===== src/rtl/rv32_pkg.sv =====
// rv32_pkg
// Shared definitions for the multicycle RV32I control path: opcode
// constants, immediate-format codes, ALU operation classes and codes,
// datapath mux select codes and the controller state encoding.
package rv32_pkg;

  // Major opcodes (instr[6:0]) recognised by the controller
  localparam logic [6:0] OP_LOAD   = 7'h03;
  localparam logic [6:0] OP_STORE  = 7'h23;
  localparam logic [6:0] OP_R      = 7'h33;
  localparam logic [6:0] OP_I      = 7'h13;
  localparam logic [6:0] OP_BRANCH = 7'h63;
  localparam logic [6:0] OP_JAL    = 7'h6F;
  localparam logic [6:0] OP_JALR   = 7'h67;
  localparam logic [6:0] OP_LUI    = 7'h37;
  localparam logic [6:0] OP_AUIPC  = 7'h17;

  // Immediate generator format; values are the imm_src port codes
  typedef enum logic [2:0] {
    IMM_I = 3'b000,
    IMM_S = 3'b001,
    IMM_B = 3'b010,
    IMM_U = 3'b011,
    IMM_J = 3'b100
  } imm_src_e;

  // Operation class handed from the FSM to the ALU decoder
  typedef enum logic [1:0] {
    ALUOP_ADD   = 2'b00,
    ALUOP_SUB   = 2'b01,
    ALUOP_FUNCT = 2'b10
  } alu_op_e;

  // ALU operation codes driven on alu_control
  typedef enum logic [3:0] {
    ALU_ADD  = 4'd0,
    ALU_SUB  = 4'd1,
    ALU_AND  = 4'd2,
    ALU_OR   = 4'd3,
    ALU_XOR  = 4'd4,
    ALU_SLT  = 4'd5,
    ALU_SLTU = 4'd6,
    ALU_SLL  = 4'd7,
    ALU_SRL  = 4'd8,
    ALU_SRA  = 4'd9
  } alu_ctl_e;

  // ALU operand A sources; 11 is a constant zero, used by LUI
  localparam logic [1:0] SRC_A_PC     = 2'b00;
  localparam logic [1:0] SRC_A_OLD_PC = 2'b01;
  localparam logic [1:0] SRC_A_RS1    = 2'b10;
  localparam logic [1:0] SRC_A_ZERO   = 2'b11;

  // ALU operand B sources
  localparam logic [1:0] SRC_B_RS2    = 2'b00;
  localparam logic [1:0] SRC_B_IMM    = 2'b01;
  localparam logic [1:0] SRC_B_FOUR   = 2'b10;

  // Result bus sources
  localparam logic [1:0] RES_ALU_OUT  = 2'b00;
  localparam logic [1:0] RES_MEM      = 2'b01;
  localparam logic [1:0] RES_ALU      = 2'b10;

  typedef enum logic [3:0] {
    S_FETCH,
    S_DECODE,
    S_MEMADR,
    S_MEMREAD,
    S_MEMWB,
    S_MEMWRITE,
    S_EXEC_R,
    S_EXEC_I,
    S_ALUWB,
    S_BRANCH,
    S_JAL,
    S_JALR,
    S_JALR2,
    S_UPPER,
    S_TRAP
  } ctrl_state_e;

  // Immediate format needed in DECODE, where the branch/jump target
  // is precomputed from the old PC
  function automatic imm_src_e decode_imm_src(input logic [6:0] opcode);
    case (opcode)
      OP_BRANCH: decode_imm_src = IMM_B;
      OP_JAL:    decode_imm_src = IMM_J;
      default:   decode_imm_src = IMM_I;
    endcase
  endfunction

endpackage


===== src/rtl/multicycle_controller_alu_decoder.sv =====
// alu_decoder
// Combinational translation of the FSM's operation class plus the
// instruction function fields into a concrete ALU operation.
// Ports:
//   alu_op      in  operation class from the controller FSM
//   funct3      in  instr[14:12]
//   funct7_5    in  instr[30] (SUB / SRA selector)
//   op_5        in  instr[5], distinguishes R-type from I-type ALU ops
//   alu_control out ALU operation code (alu_ctl_e)
module alu_decoder
  import rv32_pkg::*;
(
  input  alu_op_e     alu_op,
  input  logic [2:0]  funct3,
  input  logic        funct7_5,
  input  logic        op_5,
  output logic [3:0]  alu_control
);

  // instr[30] means SUB only for R-type; for I-type it is part of the
  // immediate, except for the shift-right pair where it picks SRAI.
  always_comb begin
    alu_control = ALU_ADD;
    case (alu_op)
      ALUOP_ADD: alu_control = ALU_ADD;
      ALUOP_SUB: alu_control = ALU_SUB;
      ALUOP_FUNCT: begin
        case (funct3)
          3'b000:  alu_control = (op_5 && funct7_5) ? ALU_SUB : ALU_ADD;
          3'b001:  alu_control = ALU_SLL;
          3'b010:  alu_control = ALU_SLT;
          3'b011:  alu_control = ALU_SLTU;
          3'b100:  alu_control = ALU_XOR;
          3'b101:  alu_control = funct7_5 ? ALU_SRA : ALU_SRL;
          3'b110:  alu_control = ALU_OR;
          default: alu_control = ALU_AND;
        endcase
      end
      default: alu_control = ALU_ADD;
    endcase
  end

endmodule


===== src/rtl/multicycle_controller.sv =====
// multicycle_controller
// Main control FSM of the multicycle RV32I core: sequences fetch,
// decode, execute, memory and writeback for one instruction at a time,
// drives the datapath selects/enables and runs the memory req/ready
// handshake with an optional wait timeout.
// Ports:
//   clk, reset   clock, asynchronous active-high reset
//   instr        instruction register contents
//   zero         ALU result == 0 (branch condition)
//   mem_ready    memory completes the current request this cycle
//   imm_src      immediate format select
//   alu_src_a/b  ALU operand selects
//   alu_control  ALU operation
//   result_src   result bus select
//   adr_src      memory address select (0 PC, 1 result)
//   mem_req/we   memory request and write qualifier
//   ir_write     load IR and old PC
//   pc_write     PC update enable, including taken branches
//   reg_write    register-file write enable
//   retired      one-cycle pulse at instruction completion
//   fault        sticky illegal-opcode / memory-timeout flag
module multicycle_controller
  import rv32_pkg::*;
#(
  parameter int unsigned WAIT_LIMIT = 0
) (
  input  logic        clk,
  input  logic        reset,
  input  logic [31:0] instr,
  input  logic        zero,
  input  logic        mem_ready,
  output logic [2:0]  imm_src,
  output logic [1:0]  alu_src_a,
  output logic [1:0]  alu_src_b,
  output logic [3:0]  alu_control,
  output logic [1:0]  result_src,
  output logic        adr_src,
  output logic        mem_req,
  output logic        mem_we,
  output logic        ir_write,
  output logic        pc_write,
  output logic        reg_write,
  output logic        retired,
  output logic        fault
);

  localparam int CNT_W = (WAIT_LIMIT < 255) ? 8 : $clog2(WAIT_LIMIT + 1);
  localparam logic [CNT_W-1:0] CNT_MAX = '1;

  ctrl_state_e      state, next_state;
  logic [CNT_W-1:0] wait_cnt;
  logic             timeout;
  logic             pc_upd;
  logic             branch;
  alu_op_e          alu_op;
  imm_src_e         imm_sel;

  logic [6:0] opcode;
  logic [2:0] funct3;
  logic       unused_instr_bits;

  assign opcode = instr[6:0];
  assign funct3 = instr[14:12];
  assign unused_instr_bits = ^{instr[31], instr[29:15], instr[11:7]};

  // A pending request has waited the full budget; the request is
  // withdrawn this cycle and the FSM traps.
  assign timeout = (WAIT_LIMIT != 0) && (wait_cnt == CNT_W'(WAIT_LIMIT));

  // State, wait counter and sticky fault. The counter saturates so a
  // disabled timeout never wraps back into a small count.
  always_ff @(posedge clk or posedge reset) begin
    if (reset) begin
      state    <= S_FETCH;
      wait_cnt <= '0;
      fault    <= 1'b0;
    end else begin
      state <= next_state;
      if (next_state == S_TRAP)
        fault <= 1'b1;
      if (mem_ready)
        wait_cnt <= '0;
      else if (mem_req && (wait_cnt != CNT_MAX))
        wait_cnt <= wait_cnt + CNT_W'(1);
    end
  end

  // Next-state and output decode. Outputs are Moore apart from the
  // handshake completions (ir_write/pc_upd in FETCH, retired in
  // MEMWRITE) which qualify on mem_ready. Everything is held at zero
  // while reset is asserted.
  always_comb begin
    next_state = state;
    imm_sel    = IMM_I;
    alu_src_a  = SRC_A_PC;
    alu_src_b  = SRC_B_RS2;
    alu_op     = ALUOP_ADD;
    result_src = RES_ALU_OUT;
    adr_src    = 1'b0;
    mem_req    = 1'b0;
    mem_we     = 1'b0;
    ir_write   = 1'b0;
    pc_upd     = 1'b0;
    branch     = 1'b0;
    reg_write  = 1'b0;
    retired    = 1'b0;
    if (!reset) begin
      case (state)
        S_FETCH: begin
          alu_src_b  = SRC_B_FOUR;
          result_src = RES_ALU;
          if (timeout) begin
            next_state = S_TRAP;
          end else begin
            mem_req = 1'b1;
            if (mem_ready) begin
              ir_write   = 1'b1;
              pc_upd     = 1'b1;
              next_state = S_DECODE;
            end
          end
        end
        S_DECODE: begin
          alu_src_a = SRC_A_OLD_PC;
          alu_src_b = SRC_B_IMM;
          imm_sel   = decode_imm_src(opcode);
          case (opcode)
            OP_LOAD, OP_STORE: next_state = S_MEMADR;
            OP_R:              next_state = S_EXEC_R;
            OP_I:              next_state = S_EXEC_I;
            OP_BRANCH:         next_state = (funct3[2:1] == 2'b00) ? S_BRANCH : S_TRAP;
            OP_JAL:            next_state = S_JAL;
            OP_JALR:           next_state = S_JALR;
            OP_LUI, OP_AUIPC:  next_state = S_UPPER;
            default:           next_state = S_TRAP;
          endcase
        end
        S_MEMADR: begin
          alu_src_a  = SRC_A_RS1;
          alu_src_b  = SRC_B_IMM;
          imm_sel    = opcode[5] ? IMM_S : IMM_I;
          next_state = opcode[5] ? S_MEMWRITE : S_MEMREAD;
        end
        S_MEMREAD: begin
          adr_src = 1'b1;
          if (timeout) begin
            next_state = S_TRAP;
          end else begin
            mem_req = 1'b1;
            if (mem_ready)
              next_state = S_MEMWB;
          end
        end
        S_MEMWB: begin
          result_src = RES_MEM;
          reg_write  = 1'b1;
          retired    = 1'b1;
          next_state = S_FETCH;
        end
        S_MEMWRITE: begin
          adr_src = 1'b1;
          if (timeout) begin
            next_state = S_TRAP;
          end else begin
            mem_req = 1'b1;
            mem_we  = 1'b1;
            if (mem_ready) begin
              retired    = 1'b1;
              next_state = S_FETCH;
            end
          end
        end
        S_EXEC_R: begin
          alu_src_a  = SRC_A_RS1;
          alu_src_b  = SRC_B_RS2;
          alu_op     = ALUOP_FUNCT;
          next_state = S_ALUWB;
        end
        S_EXEC_I: begin
          alu_src_a  = SRC_A_RS1;
          alu_src_b  = SRC_B_IMM;
          alu_op     = ALUOP_FUNCT;
          next_state = S_ALUWB;
        end
        S_ALUWB: begin
          reg_write  = 1'b1;
          retired    = 1'b1;
          next_state = S_FETCH;
        end
        // The ALU output register still holds the target from DECODE
        // while the ALU compares rs1/rs2.
        S_BRANCH: begin
          alu_src_a  = SRC_A_RS1;
          alu_src_b  = SRC_B_RS2;
          alu_op     = ALUOP_SUB;
          branch     = 1'b1;
          retired    = 1'b1;
          next_state = S_FETCH;
        end
        // PC takes the DECODE target; the ALU forms old PC + 4 for rd.
        S_JAL, S_JALR2: begin
          alu_src_a  = SRC_A_OLD_PC;
          alu_src_b  = SRC_B_FOUR;
          pc_upd     = 1'b1;
          next_state = S_ALUWB;
        end
        S_JALR: begin
          alu_src_a  = SRC_A_RS1;
          alu_src_b  = SRC_B_IMM;
          next_state = S_JALR2;
        end
        S_UPPER: begin
          imm_sel    = IMM_U;
          alu_src_a  = opcode[5] ? SRC_A_ZERO : SRC_A_OLD_PC;
          alu_src_b  = SRC_B_IMM;
          next_state = S_ALUWB;
        end
        S_TRAP: next_state = S_TRAP;
        default: next_state = S_TRAP;
      endcase
    end
  end

  assign imm_src  = imm_sel;
  assign pc_write = pc_upd | (branch & (zero ^ funct3[0]));

  alu_decoder u_alu_decoder (
    .alu_op      (alu_op),
    .funct3      (funct3),
    .funct7_5    (instr[30]),
    .op_5        (opcode[5]),
    .alu_control (alu_control)
  );

endmodule

===== config.mk =====
export PLATFORM = sky130hd
export DESIGN_NAME = multicycle_controller
export DESIGN_NICKNAME = d
export VERILOG_FILES = /design/src/rtl/rv32_pkg.sv /design/src/rtl/multicycle_controller_alu_decoder.sv /design/src/rtl/multicycle_controller.sv
export SDC_FILE = /design/constraint.sdc
export NUM_CORES = 1
export LEC_CHECK = 0
export ABC_AREA = 1
export CORE_ASPECT_RATIO = 0.8
export CORE_MARGIN = 3
export CORE_UTILIZATION = 24
export CTS_BUF_LIST = sky130_fd_sc_hd__clkbuf_8
export DETAILED_ROUTE_END_ITERATION = 10
export HOLD_SLACK_MARGIN = 0.05
export SYNTH_ARGS = -nofsm -noshare
export SYNTH_HDL_FRONTEND = slang
export SYNTH_SLANG_ARGS = --single-unit

===== constraint.sdc =====
create_clock -name clk -period 1.6 [get_ports clk]
set_clock_uncertainty 0.15 [all_clocks]
set_input_delay 0.16 -clock clk [delete_from_list [all_inputs] [get_ports clk]]
set_output_delay 0.16 -clock clk [all_outputs]
set_load 0.02 [all_outputs]

=== Word level (Yosys, flattened, before mapping) ===
Cells that the tools add are included.

* Equal/unequal tests: 31
* Multiplexer cells: 42
* Bitwise operators: 3
* Reductions and logical operators: 17

{| class="wikitable"
|+ Operators with widths
! kind !! count
|-
| 4-bit one-hot mux with 7 select lines || 2
|-
| 4-bit one-hot mux with 8 select lines || 1
|-
| 4-bit equality test (second input constant) || 7
|-
| 7-bit by 6-bit equality test with 1-bit output (second input constant) || 3
|-
| 7-bit equality test (second input constant) || 3
|-
| 1-bit 2-to-1 mux || 18
|-
| 4-bit by 3-bit equality test with 1-bit output (second input constant) || 4
|-
| 4-bit 2-to-1 mux || 4
|-
| 5-bit OR reduction || 3
|-
| 7-bit by 5-bit equality test with 1-bit output (second input constant) || 2
|-
| 2-bit one-hot mux with 2 select lines || 3
|-
| 2-bit OR reduction || 6
|-
| 3-bit OR reduction || 4
|-
| 2-bit 2-to-1 mux || 5
|-
| 3-bit equality test (second input constant) || 3
|-
| 3-bit 2-to-1 mux || 3
|-
| 3-bit one-hot mux with 3 select lines || 1
|-
| 4-bit by 2-bit equality test with 1-bit output (second input constant) || 2
|-
| 4-bit one-hot mux with 2 select lines || 1
|-
| 7-bit by 2-bit equality test with 1-bit output (second input constant) || 1
|-
| 3-bit by 2-bit equality test with 1-bit output (second input constant) || 2
|-
| 2-bit one-hot mux with 3 select lines || 1
|-
| 3-bit one-hot mux with 2 select lines || 1
|-
| 4-bit by 1-bit equality test with 1-bit output (second input constant) || 1
|-
| 11 further kinds || 12
|}

* Register bits: 5
* Output and inout port bits: 21
* Word-level logic and storage cells: 95

=== Depth between registers and ports, before layout ===
* Word-level depth: 6
* Depth in mapped cells: 12
* Depth with buffers taken out: 12

=== By module ===
From an unflattened synthesis, not the netlist that was laid out.

* Cell total of the unflattened synthesis: 170
* Area total of the unflattened synthesis: 920.9 um2

{| class="wikitable"
|+ By module, submodules not included
! module !! times used !! cells an instance !! area each (um2)
|-
| multicycle_controller || 1 || 140 || 767.0
|-
| alu_decoder || 1 || 30 || 153.9
|}

=== Worst setup path before layout ===
No wires, ideal clock.

* Kind: register -> output
* From: register state[3]
* To: output port alu_control[1]
* Arrival: 1.719 ns
* Path slack: -0.429 ns
* Cell stages (with the launch flop): 9
* Cells stage by stage: dfrtp_1 > inv_2 > nand2_2 > nor2_1 > inv_1 > nor2_1 > inv_1 > ha_1 > a211oi_1

* Word-level cells in the longest chain between the ends: 6
* Elaborated cells between the ends (all ways): 9
* Classes of those cells: 5 x eq/ne; 3 x mux; 1 x reduce/logical

{| class="wikitable"
|+ Ends and longest elaborated chain
! element !! line !! RTL
|-
| from (decl) || multicycle_controller.sv:50 || <nowiki>ctrl_state_e state, next_state;</nowiki>
|-
| from (signal assigned) || multicycle_controller.sv:78 || <nowiki>state <= next_state;</nowiki>
|-
| 4-bit by 3-bit equality test with 1-bit output || multicycle_controller.sv:108 || <nowiki>case (state)</nowiki>
|-
| 2-bit OR reduction (no line) || n/a ||
|-
| 2-bit one-hot mux with 2 select lines (*) || multicycle_controller.sv:108 ||
|-
| 2-bit 2-to-1 mux (*) || multicycle_controller.sv:107 || <nowiki>if (!reset) begin</nowiki>
|-
| 2-bit equality test or 2-bit by 1-bit equality test with 1-bit output (tied branches) || multicycle_controller_alu_decoder.sv:24 || <nowiki>case (alu_op)</nowiki>
|-
| 4-bit one-hot mux with 2 select lines (*) || multicycle_controller_alu_decoder.sv:24 ||
|-
| to (decl) || multicycle_controller.sv:35 || <nowiki>output logic [3:0] alu_control,</nowiki>
|}

Mark *: on every way between the ends. The rest lies on a longest branch, timed or not.

=== Worst setup path after layout ===
Same ends and word-level chain as after synthesis.

==> results_dict.tcl <==
set metrics [dict create \
    place_area_um2 1622 \
    nets 302 \
    min_from "fault" \
    initial_utilization 0.2615 \
    antenna_found_initial 0 \
    r2r_cells 15 \
    num_vias 1421 \
    synth_commonest_cells "nand2_1 (49), inv_1 (28), nor2_1 (21)" \
    syn_inst 161 \
    routed_via_density 4.690 \
    drt_wl_total_um 3918 \
    async_flop_share 1.000 \
    grt_pass1_wl_um 5754 \
    routabilityCongestion 0.9158 \
    ctsRootBufferMaster "clkbuf_8" \
    violations "negative setup slack" \
    final_hold_viol_count 0 \
    fmax_mhz 513.2 \
    tightest_slew_ns 0.2627 \
    arrival_ns 1.64 \
    die_w_um 72.23 \
    cp-endpoint "alu_control[1]" \
    cp_cell_sequence "inv_2 -> nand2_2 -> nor2_2 -> inv_2 -> nor2_4 -> ha_2 -> inv_2 -> a211oi_4 -> buf_6" \
    dr.first_iter.drc_count 42 \
    cts_buffers 3 \
    ys_top_cells_by_area "nand2_1 (22%), dfrtp_1 (15%), inv_1 (12%)" \
    fillerInstances 252 \
    coreArea_um2 3221 \
    groute.usage.overall 0.1655 \
    regToRegEndpoint "fault" \
    syn-cell-area_um2 842.1 \
    layout.cells.non_filler 303 \
    ys.flop_type "dfrtp_1" \
    dieArea_um2 4260 \
    syn_to_final_growth_pct 166.1 \
    synthesis.nets 199 \
    start_kind "flip-flop" \
    cpMostUsedCell "inv_2" \
    ir_drop_v 0.001452 \
    dpl.hpwl_um 2524 \
    clock_path_buffers 2 \
    cp-startpoint "state[3]" \
    setup_viol_count_final 23 \
    worst_slack_ns -0.3485 \
    ys_types 25 \
    ioPinCount 57 \
    worstSetupPathType "flip-flop to primary output" \
    cts.sinks 5 \
    slowest_delay_ns 0.38 \
    cp-end-kind "primary output" \
    core.rowCount 18 \
    path_delay_family "flip-flops" \
    yosysSeqAreaShare 0.1486 \
    dp_cells 279 \
    whs_ns 0.3222 \
    wl_per_cell_um 12.93 \
    p_per_area_nw_per_um2 1289 \
    leakagePower_nw 1.125 \
    cts_tree "yes" \
    r2r-start "state[3]" \
    path_clk_slew_ns 0.03 \
    drtPass1Iterations 6 \
    route.detailed.drc 0 \
    synth_top_area_share 0.2184 \
    synth.avg_cell_area_um2 5.230 \
    antenna_cells 0 \
    min_period_over_period 1.218 \
    insertion_delay_ns 0.22 \
    port-buffer-count 35 \
    period_needed_ns 1.948 \
    critPathMaxFanout 3 \
    synth_edf_count 0 \
    status "complete, but fails checks" \
    relSlewSlack 0.8230 \
    ys_warn_count 0 \
    cap_violations 0 \
    grt_max_degree 9 \
    crit_cells 9 \
    synth_most_common_cell "nand2_1" \
    cp_data_required_time_ns 1.29 \
    ant_nets 0 \
    final_cell_area_um2 2241 \
    hold_buffers 0 \
    drv_slew 0 \
    htree_levels 1 \
    synth_top_area_cell "nand2_1" \
    ys_ff_latch 5 \
    layout-drive-gt1-share 0.6046 \
    die_h_um 58.98 \
    hold_path.class "flip-flop to flip-flop" \
    grt_overflow 0 \
    grt_setup_unrepaired "true" \
    r2r_slack_ns -0.20 \
    crit_buf_inv 4 \
    worst_path_max_delay_cell "dfrtp_1" \
    grt_pass1_vias 1319 \
]
-- power breakdown --
part	total, mW	internal, mW	switching, mW
clock	0.220	0.164	0.0560
sequential	0.210	0.172	0.0388
combinational	2.46	1.20	1.25
total	2.89	1.54	1.35
-- metrics by stage --
stage	power (mW)	utilization	TNS, ns	setup WS [ns]
floorplan	0.8883	-	-0.2044	-0.07192
global placement	1.573	0.5035	-12.52	-0.7000
detailed placement	1.584	0.5035	-12.61	-0.7280
CTS	2.391	0.6181	-3.445	-0.3673
global route	3.058	0.6958	-6.572	-0.4345
finish	2.888	0.6958	-4.421	-0.3485
-- cell families after synthesis --
family | Yosys count | synth area share
AOI/OAI and AO/OA | 27 | 0.1887
xor gates and xnor gates | 1 | 0.01040
adders and majority gates | 2 | 0.02971
buffers and inverters | 34 | 0.1516
DFF | 5 | 0.1486
and+or+nand+nor | 92 | 0.4710
-- sequential cells by signal (all words and copies together) (netlist names) --
| name | flops |
|---|---|
| fault | 1 |
| state | 4 |
-- worst min path at each step --
stage | depth (start not counted) | end
floorplan | 1 | fault
global placement | 2 | fault
detailed placement | 2 | fault
CTS | 5 | state[0]
global route | 5 | state[2]
finish | 2 | fault
-- tightest hold or removal path, delay by kind of cell (launching register included) --
family        cells  cell delay, ns
buf+inv           1            0.04
flops             1            0.34
simple gates      1            0.05
-- layout make-up --
class / count / area [um2] / share of cell area
multi-input combinational: 122 / 949.7 / 0.4238
timing repair buffer: 99 / 929.6 / 0.4149
inverter: 33 / 141.4 / 0.06309
sequential: 5 / 125.1 / 0.05583
tap: 40 / 50.05 / 0.02233
clock buffer: 3 / 41.29 / 0.01843
clock inverter: 1 / 3.754 / 0.001675
-- repair_timing --
action,CTS,global route
endpoints found under the setup margin,25,25
pin swaps,22,19
resized for setup,186,46
buffers inserted,13,10
-- metal layers --
| metal | part of all wire | global-route usage | vias up |
|---|---|---|---|
| li1 | - | - | 717 |
| met1 | 0.42 | 0.2142 | 649 |
| met2 | 0.52 | 0.2957 | 45 |
| met3 | 0.042 | 0.02373 | 10 |
| met4 | 0.014 | 0.02949 | 0 |
| met5 | 0 | 0 | - |
-- layout by cell type, fill, tap and decap left out, drive strengths merged, types with 4 or more instances in the layout --
master / netlist / routed
a21oi: 7 / 7
buf: 0 / 84
clkdlybuf4s50: 0 / 13
dfrtp: 5 / 5
inv: 33 / 34
nand2: 53 / 53
nand3: 7 / 7
nor2: 26 / 26
nor3: 4 / 4
o21ai: 12 / 12
(Power assumes the default switching activity.)
